File: config.mk
export PLATFORM = sky130hd
export DESIGN_NAME = rv_bringup_ctrl
export DESIGN_NICKNAME = d
export VERILOG_FILES = /design/src/rtl/rv_bringup_ctrl.sv
export SDC_FILE = /design/constraint.sdc
export NUM_CORES = 1
export LEC_CHECK = 0
export ABC_AREA = 1
export BUFFER_PORTS_ARGS = -buffer_cell sky130_fd_sc_hd__buf_2
export CAP_MARGIN = 5
export CORE_MARGIN = 1
export CORE_UTILIZATION = 47
export CTS_CLUSTER_SIZE = 25
export DETAILED_ROUTE_END_ITERATION = 8
export GPL_TIMING_DRIVEN = 0
export PLACE_DENSITY = 0.78
export SYNTH_ARGS = -nofsm -noshare
export SYNTH_HDL_FRONTEND = slang
export SYNTH_SLANG_ARGS = --single-unit
File: constraint.sdc
create_clock -name clk -period 1.9 [get_ports clk]
set_clock_uncertainty 0.15 [all_clocks]
set_input_delay 0.285 -clock clk [delete_from_list [all_inputs] [get_ports clk]]
set_output_delay 0.285 -clock clk [all_outputs]
set_load 0.03 [all_outputs]
File: src/rtl/rv_bringup_ctrl.sv
// Bring-up controller for rv_cpu: sequences the core reset, counts RUN cycles and
// commits, detects halt (self-loop) or timeout, and optionally keeps a trace of
// the most recent commits.
// Optional feature macro: BRINGUP_TRACE_EN (trace buffer, trace_count, trace_rd_*).
module rv_bringup_ctrl #(
   parameter int unsigned XLEN           = 32,
   parameter int unsigned CNT_W          = 32,
   parameter int unsigned RST_CYCLES     = 5,
   parameter int unsigned TIMEOUT_CYCLES = 1000,
   parameter int unsigned HALT_REPEAT    = 3,
   parameter int unsigned TRACE_DEPTH    = 16,
   localparam int unsigned IW            = $clog2(TRACE_DEPTH)
) (
   input  logic            clk,
   input  logic            rst,
   input  logic            start,
   output logic            core_rst_n,
   input  logic            commit_valid,
   input  logic [XLEN-1:0] commit_pc,
   input  logic [31:0]     commit_instr,
   output logic            busy,
   output logic            done,
   output logic            halted,
   output logic            timed_out,
   output logic [CNT_W-1:0] cycle_count,
   output logic [CNT_W-1:0] instr_count,
   output logic [IW:0]     trace_count,
   input  logic [IW-1:0]   trace_rd_idx,
   output logic [XLEN-1:0] trace_rd_pc,
   output logic [31:0]     trace_rd_instr
);

   localparam int unsigned HW = $clog2(RST_CYCLES + 1);
   localparam int unsigned RW = $clog2(HALT_REPEAT + 1);

   typedef enum logic [2:0] {
      IDLE    = 3'd0,
      HOLD    = 3'd1,
      RUN     = 3'd2,
      HALTED  = 3'd3,
      TIMEOUT = 3'd4
   } state_t;

   state_t          state, state_nx;
   logic [HW-1:0]   hold_cnt;
   logic [RW-1:0]   rep_cnt;
   logic [XLEN-1:0] last_pc;
   logic            same_pc, halt_hit, timeout_hit, enter_hold;

   // Halt/timeout detection for the current RUN cycle
   always_comb begin
      same_pc     = (rep_cnt != '0) && (commit_pc == last_pc);
      halt_hit    = (state == RUN) && commit_valid && same_pc &&
                    (rep_cnt == RW'(HALT_REPEAT - 1));
      timeout_hit = (state == RUN) && (cycle_count == CNT_W'(TIMEOUT_CYCLES - 1));
   end

   // Next-state logic; halt takes priority over timeout
   always_comb begin
      state_nx   = state;
      enter_hold = 1'b0;
      case (state)
         IDLE:    if (start) state_nx = HOLD;
         HOLD:    if (hold_cnt == HW'(RST_CYCLES - 1)) state_nx = RUN;
         RUN: begin
            if (halt_hit)         state_nx = HALTED;
            else if (timeout_hit) state_nx = TIMEOUT;
         end
         HALTED:  if (start) state_nx = HOLD;
         TIMEOUT: if (start) state_nx = HOLD;
         default: state_nx = IDLE;
      endcase
      enter_hold = (state_nx == HOLD) && (state != HOLD);
   end

   // State register
   always_ff @(posedge clk) begin
      if (!rst) state <= IDLE;
      else      state <= state_nx;
   end

   // Registered status outputs decoded from the next state
   always_ff @(posedge clk) begin
      if (!rst) begin
         core_rst_n <= 1'b0;
         busy       <= 1'b0;
         done       <= 1'b0;
         halted     <= 1'b0;
         timed_out  <= 1'b0;
      end else begin
         core_rst_n <= (state_nx == RUN);
         busy       <= (state_nx == HOLD) || (state_nx == RUN);
         done       <= (state_nx == HALTED) || (state_nx == TIMEOUT);
         halted     <= (state_nx == HALTED);
         timed_out  <= (state_nx == TIMEOUT);
      end
   end

   // Core reset hold timer
   always_ff @(posedge clk) begin
      if (!rst || enter_hold) hold_cnt <= '0;
      else if (state == HOLD) hold_cnt <= hold_cnt + HW'(1);
   end

   // Run counters and same-PC repeat tracking
   always_ff @(posedge clk) begin
      if (!rst || enter_hold) begin
         cycle_count <= '0;
         instr_count <= '0;
         rep_cnt     <= '0;
         last_pc     <= '0;
      end else if (state == RUN) begin
         if (cycle_count != '1) cycle_count <= cycle_count + CNT_W'(1);
         if (commit_valid) begin
            if (instr_count != '1) instr_count <= instr_count + CNT_W'(1);
            last_pc <= commit_pc;
            if (!same_pc)                          rep_cnt <= RW'(1);
            else if (rep_cnt != RW'(HALT_REPEAT)) rep_cnt <= rep_cnt + RW'(1);
         end
      end
   end

`ifdef BRINGUP_TRACE_EN
   typedef struct packed {
      logic [XLEN-1:0] pc;
      logic [31:0]     instr;
   } trace_ent_t;

   trace_ent_t    mem [TRACE_DEPTH];
   logic [IW-1:0] wr_ptr;
   logic [IW-1:0] rd_phys;
   logic          trace_wr;

   // Oldest-first read index mapping once the buffer has wrapped
   always_comb begin
      trace_wr = (state == RUN) && commit_valid;
      rd_phys  = (trace_count == (IW+1)'(TRACE_DEPTH)) ? (wr_ptr + trace_rd_idx) : trace_rd_idx;
   end

   // Write pointer and fill level
   always_ff @(posedge clk) begin
      if (!rst || enter_hold) begin
         wr_ptr      <= '0;
         trace_count <= '0;
      end else if (trace_wr) begin
         wr_ptr <= wr_ptr + IW'(1);
         if (trace_count != (IW+1)'(TRACE_DEPTH)) trace_count <= trace_count + (IW+1)'(1);
      end
   end

   // Trace storage (no reset needed; validity tracked by trace_count)
   always_ff @(posedge clk) begin
      if (trace_wr) mem[wr_ptr] <= '{pc: commit_pc, instr: commit_instr};
   end

   // Registered read port; entries beyond the fill level read as zero
   always_ff @(posedge clk) begin
      if (!rst) begin
         trace_rd_pc    <= '0;
         trace_rd_instr <= '0;
      end else if ({1'b0, trace_rd_idx} < trace_count) begin
         trace_rd_pc    <= mem[rd_phys].pc;
         trace_rd_instr <= mem[rd_phys].instr;
      end else begin
         trace_rd_pc    <= '0;
         trace_rd_instr <= '0;
      end
   end
`else
   logic unused_trace;
   assign unused_trace   = ^{trace_rd_idx, commit_instr};
   assign trace_count    = '0;
   assign trace_rd_pc    = '0;
   assign trace_rd_instr = '0;
`endif

endmodule
# Word-level counts from Yosys, hierarchy flattened
# Cells that the tools add are included.
[totals]
output_inout_bits = 138
word_cells = 56
regBits = 109
inputBits = 72
[classes]
n_eq_ne = 17
addsub = 4
mux = 7
reduce_logical = 17
[op_table]
columns = ["operator", "n"]
rows = [
  ["$add 32x1->32 const B", 2],
  ["$ne 32x32->1 const B", 2],
  ["$eq 32x10->1 const B", 1],
  ["$eq 32x32->1", 1],
  ["$eq 3x2->1 const B", 4],
  ["$mux 3", 4],
  ["$eq 3x3->1 const B", 3],
  ["$pmux 3 s3", 1],
  ["$eq 3x1->1 const B", 2],
  ["$logic_and 1x1->1", 6],
  ["$reduce_and 3->1", 2],
  ["$mux 2", 2],
  ["$reduce_and 2->1", 2],
  ["$add 3x1->3 const B", 1],
  ["$logic_not 3->1", 1],
  ["$logic_or 1x1->1", 3],
  ["$ne 3x1->1 const B", 1],
  ["$reduce_or 3->1", 1],
  ["$add 2x1->2 const B", 1],
  ["$eq 2x2->1 const B", 1],
  ["$ne 2x1->1 const B", 1],
  ["$ne 2x2->1 const B", 1],
  ["$reduce_bool 2->1", 1],
  ["$logic_not 1->1", 1],
]

# Depth between registers and ports, before layout
[logic_depth]
depth_word = 9
mapped_depth = 14
depth_no_buf = 14

# Worst setup path after synthesis
# No wires, ideal clock.
[synth_timing]
kind = "register -> register"
start = "register instr_count[0]"
end = "register instr_count[24]"
period_less_slack_ns = 2.125
t_required_ns = 1.634
path_stages_with_launch = 13
slack_ns = -0.225
n_path_buf = 1
setup_ns = 0.116
arrival_ns = 1.859
path_cell_list = "dfxtp_1 ha_1 nand2_1 nor2_1 nand4_1 nor2_1 nand2_1 nand2_2 inv_2 buf_6 nand3_1 xor2_1 nor2_1"
[synth_via]
elab_chain_len = 2
elab_cells_between_ends = 3
classes_between = "add/sub: 1; eq/ne: 1; reduce/logical: 1"
[synth_lines]
columns = ["element", "line", "text"]
rows = [
  ["start: declaration", "26", "output logic [CNT_W-1:0] instr_count,"],
  ["start signal: assignment", "115", "if (instr_count != '1) instr_count <= instr_count + CNT_W'(1);"],
  ["parallel branches: the longest is 2 deep, another holds $add 32x1->32", "-", ""],
]
# Several ways; the timed one is not identified.
# A chain may end at the register's enable or synchronous reset.

# Worst setup path in the final report
[layout_timing]
start = "register cycle_count[19]"
end = "register cycle_count[31]"
[layout_via]
elab_chain_len = 8
elab_cells_between_ends = 11
classes_between = "add/sub: 1; eq/ne: 3; mux: 3; reduce/logical: 4"
[layout_lines]
columns = ["element", "line", "text"]
rows = [
  ["start: declaration", "25", "output logic [CNT_W-1:0] cycle_count,"],
  ["start signal: assignment", "113", "if (cycle_count != '1) cycle_count <= cycle_count + CNT_W'(1);"],
  ["$eq 32x10->1", "55", "timeout_hit = (state == RUN) && (cycle_count == CNT_W'(TIMEOUT_CYCLES - 1));"],
  ["$logic_and 1x1->1", "55", ""],
  ["$mux 3", "67", "else if (timeout_hit) state_nx = TIMEOUT;"],
  ["$mux 3", "66", "if (halt_hit) state_nx = HALTED;"],
  ["$pmux 3 s3", "62", "case (state)"],
  ["$eq 3x1->1", "73", "enter_hold = (state_nx == HOLD) && (state != HOLD);"],
  ["$logic_and 1x1->1", "73", ""],
  ["$logic_or 1x1->1", "107", "if (!rst || enter_hold) begin"],
]
# Several ways; a longest one is shown, not always the timed one.

==> results.yml <==
sta:
  hold_viol_final: 0
  fin_crit_sh_pct: 107
  fmax_ghz: 0.490
  maxSlewViolCount: 0
  maxSlewHeadroom_pct: 66.5
  rsz0062_at_grt: "yes"
  worstMarginPinSlew_ps: 502
  fin_crit_ps: 2040
  finalSetupViolations: 100
  setup_ws_ps: -141
placed_design:
  place_ws_ps: -335
  dpl.hpwl_um: 13400
  port_buffers: 104
  placedCellCount: 1441
  gp_congestion: 0.951
clock_network:
  ctsHoldBuffers: 0
  cts.sinks: 109
  clk_latency_ps: 360
  cts_tree: "yes"
  path_clk_slew_ps: 80
  h-tree-depth: 3
  cts_buffer_depth: 2
  cts_made_buffers: 9
  root_buffer: "clkbuf_16"
routing:
  wl_per_cell_um: 12.8
  first_pass_iters: 8
  vias_per_cell: 4.82
  first_iter_violations: 463
  detail-route-antenna-nets: 0
  totalWireLength_um: 19300
  route.detailed.drc: 0
  num_vias: 7283
hold_path:
  hp-class: "input port to flip-flop"
synthesis:
  synth_area_sq_um: 6910
  synth_compound_area_share_pct: 4.56
  synthCells: 1089
  synth_xor_area_share_pct: 8.23
  ys_async_sr_fraction_pct: 0
  synth.distinct_cells: 30
  syn_avg_cell_area_sq_um: 6.35
  synth_mux_area_share_pct: 1.01
  synth_ff_type: "dfxtp_1"
  synth_fa_ha_area_share_pct: 1.27
  ys_warn_count: 0
  synth_edf_count: 0
  synth_top_family_by_area: "simple AND/OR/NAND/NOR gates"
  synthSimpleGateAreaFrac_pct: 35.0
  synth_seq_cells: 109
  yosysSeqAreaShare_pct: 31.6
worst_setup_path:
  critPathMaxFanout: 10
  end_kind: "flip-flop"
  critPathMaxStageDelay_ps: 350
  slowest_stage: "dfxtp_4"
  critPathBufInv: 3
  start_kind: "flip-flop"
  worstPathCellList: "buf_6, nand2_4, nor3_4, nand2_2, nor3_4, nand2_2, nand2_4, inv_4, buf_6, nor2_1, a21oi_2, nor2_1"
  crit_family: "simple AND/OR/NAND/NOR gates"
  worstSetupPathType: "flip-flop to flip-flop"
  worst_ep_arrival_time_ps: 2190
  critPathRequiredTime_ps: 2050
power_and_ir_drop:
  powerDensity_nw_per_um2: 547
  ir_drop_uv: 729
  power.total_w: 0.00512
  total_leakage_power_nw: 4.56
die:
  chipHeight_um: 123
  io_pins: 210
  die_x_um: 123
  fp.dieArea_sq_um: 15200
  rows: 43
  floorplan.initialDensity_pct: 49.1
  coreArea_sq_um: 14100
finish:
  layout.cells.non_filler: 1512
  layout-drive-gt1-share_pct: 31.8
  antenna_cells: 0
  fin_nets: 1406
  areaGrowthSynthToFinish_pct: 35.6
global_routing:
  grt_max_degree: 20
  globalRoute.totalOverflow: 0
  antenna_found_initial: 0
  grt_pass1_vias: 5965
  grt_usage_pct: 24.0
  grt_first_pass_wirelength_um: 28100
run:
  cap_violations: 0
outcome:
  violations: "setup timing"
  status: "complete, but fails checks"
## timing repair
action	CTS	global route
endpoints found under the setup margin	104	107
buffers inserted	31	24
cloned	3	5
gates resized for setup	61	120
pin swaps	11	46
## placed cells by master, fill, tap and decap left out, types with 4 or more instances in the layout
cell type  synthesis  final
nand2_1          265    251
conb_1             1     69
a21oi_1           19     13
nor2_4             1     11
a21oi_2            0      5
buf_6             11      7
nor2_2             1     39
clkbuf_16          0     15
inv_2              6      9
inv_1            142    135
buf_2              7    106
nor3_1            24     19
buf_8              0      9
clkbuf_1           5      4
nand2_2            3     13
nand4_1           21     21
ha_1               7      4
nand2_4            0      4
o21ai_0           41     38
nand3_2            1      5
inv_4              0      5
dfxtp_4            0     16
xnor2_1           18     16
xor2_1            47     46
nor2_1           235    187
dfxtp_2            0     35
dfxtp_1          109     58
mux2i_1            7      6
buf_4             71    116
nand3_1           35     30
## worst register-to-register path: cells and delay by family (launching register included)
| kind | cells | cell delay [ps] |
|---|---|---|
| DFF | 1 | 350 |
| buffers and inverters | 3 | 340 |
| AOI/OAI and AO/OA | 1 | 60 |
| and+or+nand+nor | 8 | 1080 |
## path summary, 6_finish.rpt
path              startpoint               to  slack (ps)  depth (start not counted)
max          cycle_count[19]  cycle_count[31]        -140                         12
min            commit_pc[24]      last_pc[24]          50                          3
max reg2reg  cycle_count[19]  cycle_count[31]        -140                         12
min reg2reg      hold_cnt[2]      hold_cnt[2]         390                          2
## sequential cells by signal, indices dropped and copies added (netlist names), 2 cells and up
name         flops
state            3
rep_cnt          2
instr_count     32
last_pc         32
cycle_count     32
hold_cnt         3
## cells by family after synthesis
| kind of cell | count (synthesis) |
|---|---|
| AOI/OAI and AO/OA | 62 |
| xor gates and xnor gates | 65 |
| adders and majority gates | 7 |
| buffers and inverters | 242 |
| DFF | 109 |
| muxes | 7 |
| other | 1 |
| and+or+nand+nor | 596 |
## cell usage after synthesis, types with 11 or more instances
| master | instances | area [sq um] |
|---|---|---|
| nand2_1 | 265 | 995 |
| nor2_1 | 235 | 882 |
| inv_1 | 142 | 533 |
| dfxtp_1 | 109 | 2180 |
| buf_4 | 71 | 533 |
| xor2_1 | 47 | 412 |
| o21ai_0 | 41 | 205 |
| nand3_1 | 35 | 175 |
| nor3_1 | 24 | 120 |
| nand4_1 | 21 | 131 |
| a21oi_1 | 19 | 95.1 |
| xnor2_1 | 18 | 158 |
| buf_6 | 11 | 124 |
## per-stage QoR
step | util [%] | hold WS, ps | area, sq um | setup TNS, ps
detailed placement | 56.7 | 373 | 7990 | -22730
floorplan | - | 251 | 7240 | 0
global placement | 56.7 | 359 | 7990 | -20020
finish | 66.5 | 46.3 | 9380 | -10180
global route | 66.5 | 77.5 | 9380 | -21960
CTS | 62.4 | 32.0 | 8790 | -9610
## layer usage
layer / GRT usage [%] / share of wire [%]
met5: 0 / 0
met4: 8.66 / 2.3
met3: 5.58 / 6.8
met2: 39.4 / 48
met1: 30.4 / 42
## area by class of cell
class	instances	area, sq um
Clock inverter	6	75.1
Tap cell	180	225
Inverter	148	566
Buffer	91	758
Fill cell	1256	4720
Multi-Input combinational cell	806	4120
Timing Repair Buffer	162	1100
Clock buffer	10	250
Sequential cell	109	2290
## power by group
part | leakage (nW) | internal, W | switching [W]
Combinational | 3.50 | 0.000328 | 0.000463
Sequential | 0.909 | 0.00227 | 0.00000717
Clock | 0.158 | 0.00113 | 0.000934
Total | 4.56 | 0.00372 | 0.00140
(Power assumes the default switching activity.)
